<file path="src/rtl/apb_mst_pkg.sv">
// Shared types and constants for the APB configuration master:
// FSM state encoding, response error codes and the default access timeout.
package apb_mst_pkg;

  localparam int unsigned DEF_TIMEOUT_CYCLES = 16;

  localparam logic [1:0] ERR_OK      = 2'b00;
  localparam logic [1:0] ERR_TIMEOUT = 2'b01;
  localparam logic [1:0] ERR_VERIFY  = 2'b10;

  typedef enum logic [2:0] {
    S_IDLE,
    S_SETUP,
    S_ACCESS,
    S_RESP,
    S_VSETUP,
    S_VACCESS
  } state_e;

endpackage

</file>
<file path="src/rtl/apb_cfg_master.sv">
// Single-outstanding APB master turning command requests into APB transfers.
// Define APB_MST_VERIFY_EN to follow each successful write with a readback compare.
module apb_cfg_master
  import apb_mst_pkg::*;
#(
  parameter int unsigned ADDR_WIDTH     = 10,
  parameter int unsigned TIMEOUT_CYCLES = DEF_TIMEOUT_CYCLES
) (
  input  logic                  clk,
  input  logic                  rst,
  input  logic                  i_cmd_valid,
  output logic                  o_cmd_ready,
  input  logic                  i_cmd_write,
  input  logic [ADDR_WIDTH-1:0] i_cmd_addr,
  input  logic [31:0]           i_cmd_wdata,
  output logic                  o_rsp_valid,
  input  logic                  i_rsp_ready,
  output logic [31:0]           o_rsp_rdata,
  output logic [1:0]            o_rsp_err,
  output logic [ADDR_WIDTH-1:0] o_PADDR,
  output logic                  o_PSEL,
  output logic                  o_PENABLE,
  output logic                  o_PWRITE,
  output logic [31:0]           o_PWDATA,
  input  logic                  i_PREADY,
  input  logic [31:0]           i_PRDATA
);

  state_e                state_q, state_d;
  logic [ADDR_WIDTH-1:0] addr_q, addr_d;
  logic                  write_q, write_d;
  logic [31:0]           wdata_q, wdata_d;
  logic [31:0]           rdata_q, rdata_d;
  logic [31:0]           cnt_q, cnt_d;
  logic [1:0]            err_q, err_d;
  logic                  timeout;

  // cnt_q holds the number of already-elapsed ACCESS cycles; PREADY wins on the last one
  assign timeout = (TIMEOUT_CYCLES != 0) && (cnt_q == TIMEOUT_CYCLES - 32'd1);

  always_comb begin
    o_cmd_ready = (state_q == S_IDLE) && !rst;
    o_PWRITE    = write_q && (state_q inside {S_SETUP, S_ACCESS});
`ifdef APB_MST_VERIFY_EN
    o_PSEL      = state_q inside {S_SETUP, S_ACCESS, S_VSETUP, S_VACCESS};
    o_PENABLE   = state_q inside {S_ACCESS, S_VACCESS};
`else
    o_PSEL      = state_q inside {S_SETUP, S_ACCESS};
    o_PENABLE   = state_q == S_ACCESS;
`endif
    o_PWDATA    = o_PWRITE ? wdata_q : '0;
    o_PADDR     = addr_q;
    o_rsp_valid = state_q == S_RESP;
    o_rsp_rdata = rdata_q;
    o_rsp_err   = err_q;
  end

  always_comb begin
    state_d = state_q;
    addr_d  = addr_q;
    write_d = write_q;
    wdata_d = wdata_q;
    rdata_d = rdata_q;
    err_d   = err_q;
    cnt_d   = cnt_q;
    unique case (state_q)
      S_IDLE: begin
        if (i_cmd_valid && o_cmd_ready) begin
          addr_d  = i_cmd_addr;
          write_d = i_cmd_write;
          wdata_d = i_cmd_wdata;
          state_d = S_SETUP;
        end
      end
      S_SETUP: begin
        cnt_d   = '0;
        state_d = S_ACCESS;
      end
      S_ACCESS: begin
        if (i_PREADY) begin
          err_d = ERR_OK;
`ifdef APB_MST_VERIFY_EN
          if (write_q) begin
            state_d = S_VSETUP;
          end else begin
            rdata_d = i_PRDATA;
            state_d = S_RESP;
          end
`else
          rdata_d = write_q ? wdata_q : i_PRDATA;
          state_d = S_RESP;
`endif
        end else if (timeout) begin
          err_d   = ERR_TIMEOUT;
          rdata_d = '0;
          state_d = S_RESP;
        end else begin
          cnt_d = cnt_q + 32'd1;
        end
      end
`ifdef APB_MST_VERIFY_EN
      S_VSETUP: begin
        cnt_d   = '0;
        state_d = S_VACCESS;
      end
      S_VACCESS: begin
        if (i_PREADY) begin
          if (i_PRDATA == wdata_q) begin
            err_d   = ERR_OK;
            rdata_d = wdata_q;
          end else begin
            err_d   = ERR_VERIFY;
            rdata_d = i_PRDATA;
          end
          state_d = S_RESP;
        end else if (timeout) begin
          err_d   = ERR_TIMEOUT;
          rdata_d = '0;
          state_d = S_RESP;
        end else begin
          cnt_d = cnt_q + 32'd1;
        end
      end
`endif
      S_RESP: begin
        if (i_rsp_ready) state_d = S_IDLE;
      end
      default: state_d = S_IDLE;
    endcase
  end

  always_ff @(posedge clk) begin
    if (rst) begin
      state_q <= S_IDLE;
      addr_q  <= '0;
      write_q <= 1'b0;
      wdata_q <= '0;
      rdata_q <= '0;
      cnt_q   <= '0;
      err_q   <= ERR_OK;
    end else begin
      state_q <= state_d;
      addr_q  <= addr_d;
      write_q <= write_d;
      wdata_q <= wdata_d;
      rdata_q <= rdata_d;
      cnt_q   <= cnt_d;
      err_q   <= err_d;
    end
  end

endmodule

</file>
<file path="config.mk">
export PLATFORM = sky130hd
export DESIGN_NAME = apb_cfg_master
export DESIGN_NICKNAME = d
export VERILOG_FILES = /design/src/rtl/apb_mst_pkg.sv /design/src/rtl/apb_cfg_master.sv
export SDC_FILE = /design/constraint.sdc
export NUM_CORES = 1
export LEC_CHECK = 0
export BUFFER_PORTS_ARGS = -buffer_cell sky130_fd_sc_hd__buf_2
export CAP_MARGIN = 40
export CORE_MARGIN = 3
export CORE_UTILIZATION = 42
export DETAILED_ROUTE_END_ITERATION = 7
export GPL_TIMING_DRIVEN = 0
export PLACE_DENSITY = 0.7
export SLEW_MARGIN = 10
export SYNTH_ARGS = -nofsm -noshare
export SYNTH_HDL_FRONTEND = slang
export SYNTH_SLANG_ARGS = --single-unit
</file>
<file path="constraint.sdc">
create_clock -name clk -period 2 [get_ports clk]
set_clock_uncertainty 0.2 [all_clocks]
set_input_delay 0.5 -clock clk [delete_from_list [all_inputs] [get_ports clk]]
set_output_delay 0.5 -clock clk [all_outputs]
set_load 0.01 [all_outputs]
</file>
## Word-level counts from Yosys, hierarchy flattened

Index checks and enable logic that the tools add are counted.

- Word-level logic and storage cells: 42
- Output and inout port bits: 81
- Flip-flop bits (word level): 112
- Bits of input ports: 80

- Muxes and demuxes: 14
- Equal/unequal tests: 9
- Add/sub/neg operators: 1
- Reduce and logical (&&, ||, !) cells: 11

Operators with widths:

| cell | number |
|---|---|
| 2-to-1 mux 32 bit | 6 |
| one-hot mux 32 bit (2 select lines) | 1 |
| adder 32 x 1 -> 32 bit, second input constant | 1 |
| equality test 32 x 4 -> 1 bit, second input constant | 1 |
| 2-to-1 mux 3 bit | 4 |
| one-hot mux 3 bit (4 select lines) | 1 |
| equality test 3 x 2 -> 1 bit, second input constant | 2 |
| AND reduction 3 bit | 2 |
| 2-to-1 mux 2 bit | 2 |
| inequality test 2 x 1 -> 1 bit, second input constant | 2 |
| inequality test 2 bit, second input constant | 2 |
| AND reduction 2 bit | 2 |
| nonzero test 2 bit | 2 |
| equality test 3 x 1 -> 1 bit, second input constant | 1 |
| logical AND 1 bit | 3 |
| zero test 3 bit | 1 |
| inequality test 3 x 1 -> 1 bit, second input constant | 1 |
| zero test 1 bit | 1 |

## Depth between registers and ports, before layout

- Word-level depth: 5
- Gate-level depth with buffers: 9

## Worst setup path after synthesis

Ideal clock, no wire load.

- Kind: register to register
- Start point: register cnt_q[18]
- End point: register rdata_q[10] (netlist: o_rsp_rdata[10])
- Slack: -0.188 ns
- Library setup time: 0.127 ns
- Buffers on the path: 1
- Data arrival time: 1.861 ns
- Stages on the path, launching flop included: 7
- Path through: dfxtp_1 -> or4_1 -> nor4_4 -> a21oi_1 -> o21ba_2 -> buf_6 -> o2bb2ai_1

- Word-level cells in the longest chain between the ends: 3

Ends and longest elaborated chain:

| what | line | text |
|---|---|---|
| start, declared | apb_cfg_master.sv:34 | `logic [31:0] cnt_q, cnt_d;` |
| start signal, assigned | apb_cfg_master.sv:147 | `cnt_q <= cnt_d;` |
| equality test 32 x 4 -> 1 bit | apb_cfg_master.sv:39 | `assign timeout = (TIMEOUT_CYCLES != 0) && (cnt_q == TIMEOUT_CYCLES - 32'd1);` |
| nonzero test 2 bit (no line) | n/a |  |
| AND reduction 2 bit (no line) | n/a |  |
| end signal, assigned | apb_cfg_master.sv:146 | `rdata_q <= rdata_d;` |
| end, declared | apb_cfg_master.sv:33 | `logic [31:0] rdata_q, rdata_d;` |

Every way passes these cells.
A chain may end at the register's enable or synchronous reset.

## Worst setup path after layout

- Start point: register cnt_q[11]
- End point: register rdata_q[1] (netlist: o_rsp_rdata[1])

Same word-level chain as after synthesis.

==> summary.txt <==
Run status
  • Outcome: finished, violations left
  • Failing checks: setup timing

Timing
  • Worst rel slew slack: 47.8%
  • Slew Viols, Final: 0
  • Tmin final: 2.45 ns
  • Final count of negative-setup-slack endpoints: 92
  • Worst-Margin Slew: 0.783 ns
  • Max Clk Rate: 0.409 GHz
  • Hold Fails Final Rpt: 0
  • Slack of the critical path: -0.446 ns
  • RSZ-0062 raised after global routing: yes
  • Final Cycle Share: 122%

Global routing
  • Vias in the first global route: 5,762
  • Global-route wire length before repair: 29,500 um
  • Initial antenna violation count: 1
  • Grt ovf: 0
  • Largest net degree at the start of global routing: 18
  • Total Routing Usage GR: 26.0%

Die
  • I/O pin total: 161
  • Core area: 12,100 um2
  • Die area: 13,800 um2
  • Row count: 40
  • Die Width: 118 um
  • Die Y: 118 um
  • Initial Utilization: 43.3%

Worst setup path
  • CP max stage delay: 0.53 ns
  • Type of element launching the critical path: flop
  • Worst path top cell family by delay: simple AND/OR/NAND/NOR gates
  • Crit path max-delay cell type: nor4_2
  • CP Buf/Inv Count: 1
  • CP arrival: 2.47 ns
  • Crit path max fanout: 7
  • Worst R2R Start: cnt_q[11]$_SDFFE_PP0P_
  • Critical path type: reg -> reg
  • Crit path required time: 2.02 ns
  • CP Capture Type: flop
  • Critical path origin: cnt_q[11]$_SDFFE_PP0P_
  • CP Cell Sequence: nor4_2 > and4_2 > a21oi_4 > o21ba_4 > clkbuf_16 > o2bb2ai_2

Power and ir drop
  • Sw frac: 35.6%
  • P_sw: 2690 uW
  • Gate power share: 41.6%
  • Power Dens Cells: 916 nW/um2
  • Pint: 4870 uW
  • VDD IR max: 0.630 mV
  • Reg power frac: 34.5%
  • Clock share of power: 23.9%
  • Pleak: 0.00348 uW

Yosys
  • Syn_area_per_cell: 8.60 um2
  • Syn Std Cell Area: 5220 um2
  • Register bit total from synthesis: 110
  • Primary FF master, synth: dfxtp_1
  • Mapped Cells: 607
  • Commonest cells post-synth: 110 x dfxtp_1, 110 x nand2_1, 44 x nand3b_1, 40 x clkbuf_1, 34 x and3_1
  • Post-synth EDFFs: 0
  • Seq/Total Area, Yosys: 42.2%
  • Synth cell types: 51
  • Yosys warns: 0
  • Syn nets: 691
  • Area contributors post-synth: dfxtp_1 42%, nand2_1 7.9%, nand3b_1 6.3%
  • Asr flop ratio synth: 0%
  • Top cell type by total area after synthesis: dfxtp_1
  • Synth top area share: 42.2%

CTS
  • CTS tree: done
  • H-tree depth: 3
  • Root Buffer: clkbuf_16
  • Clock Sinks: 110
  • Reg clk slew, reported paths: 0.07 ns
  • CTS Buf Count: 9
  • Max Root-Sink Buffers: 2
  • Clk_lat worst skew: 0.35 ns

Finish
  • Post-layout util: 68.4%
  • Final nets: 905
  • Layout cells sized above 1: 49.2%
  • Area Overhead vs Synth: 57.9%

Placement
  • Global placement routability congestion: 0.900
  • Port bufs: 159
  • Placed wire-length estimate: 12,500 um
  • Worst slack, placed: -0.524 ns

Routing
  • DRC: 0
  • Routed via count: 5,895
  • Remaining antenna violation count: 0
  • Final WL: 20,600 um
  • Starting DRC count in detailed routing: 483
  • Vias per cell: 5.93
  • First drt pass iteration count: 6
  • Wire per inst: 20.8 um

Min path
  • Worst min-delay path class: in -> reg
  • Worst hold path startpoint: i_cmd_wdata[2]

Flow run
  • # Max-Cap Violations: 0
worst paths after layout:
kind,to,slack (ns),cells after the start
worst max-delay path,o_rsp_rdata[1]$_SDFFE_PP0P_,-0.45,6
worst min-delay path,wdata_q[2]$_SDFFE_PP0P_,0.14,3
worst max register to register,o_rsp_rdata[1]$_SDFFE_PP0P_,-0.45,6
worst min register to register,o_rsp_rdata[6]$_SDFFE_PP0P_,0.27,1
power by group through the flow:
| stage | clock network [uW] | logic [uW] | registers [uW] |
|---|---|---|---|
| 4_1_cts | 1800 | 2520 | 2590 |
| 3_5_place_dp | 0 | 1740 | 2630 |
| 2_1_floorplan | 0 | 1080 | 2620 |
| 3_3_place_gp | 0 | 1710 | 2610 |
| 6_report | 1800 | 3140 | 2610 |
| 5_1_grt | 1900 | 3320 | 2630 |
area by class of cell:
| cell class | count | area (um2) |
|---|---|---|
| multi-input combinational | 446 | 3630 |
| fill | 907 | 3820 |
| timing repair buffer | 207 | 1480 |
| sequential | 110 | 2260 |
| antenna | 1 | 2.50 |
| clock inverter | 5 | 58.8 |
| inverter | 6 | 25.0 |
| tap | 168 | 210 |
| clock buffer | 10 | 229 |
| buffer | 41 | 349 |
cell usage in the layout, fill, tap and decap left out, drive strengths merged, types with 5 or more instances in the layout:
cell type / instances
inv: 7
o21ai: 15
or4: 6
o2bb2ai: 32
o211ai: 7
a21oi: 15
and3: 34
nor2: 23
nand4: 20
nand3: 21
nand2: 110
clkbuf: 47
or3: 8
nand3b: 44
nor4: 11
buf: 211
o31ai: 5
a31oi: 12
dfxtp: 110
nor3: 5
mux2i: 32
stage by stage:
stage | hold slack [ns] | area, um2 | std cells | total power, uW | TNS, ns
2_1_floorplan | 0.258 | 5280 | 607 | 3700 | -4.43
3_3_place_gp | 0.242 | 6290 | 934 | 4320 | -41.39
3_5_place_dp | 0.243 | 6290 | 934 | 4370 | -42.67
4_1_cts | 0.130 | 7480 | 978 | 6910 | -23.65
5_1_grt | 0.141 | 8240 | 994 | 7860 | -33.52
6_report | 0.136 | 8240 | 994 | 7560 | -30.51
worst min-delay path, cell delays in order:
cell	delay, ns
buf_2	0.08
nand2_1	0.04
nand2_1	0.04
registers in the layout, summed over array words and instances (netlist names):
name         count
write_q          1
state_q          2
o_rsp_rdata     32
wdata_q         32
o_PADDR         10
o_rsp_err        1
cnt_q           32
cells by family after synthesis:
logic type,share of synthesized area [%]
xor gates and xnor gates,0.168
adders and majority gates,0.958
other,0.0718
muxes,6.13
and+or+nand+nor,31.1
AOI/OAI and AO/OA,15.0
buffers and inverters,4.34
DFF,42.2
repair_timing:
item	in CTS	in global routing
pin swaps	47	26
hold buffers	0	0
buffers inserted	27	14
resized for setup	153	133
setup endpoints to repair	139	140
cloned	5	5
metal layers:
layer / track usage, % / wire (um) / share of wire (%)
met1: 32.0 / 7960 / 39
met5: 0 / 0 / 0
met3: 6.54 / 1730 / 8.4
met4: 12.5 / 805 / 3.9
met2: 42.5 / 10100 / 49
(Power assumes the default switching activity.)
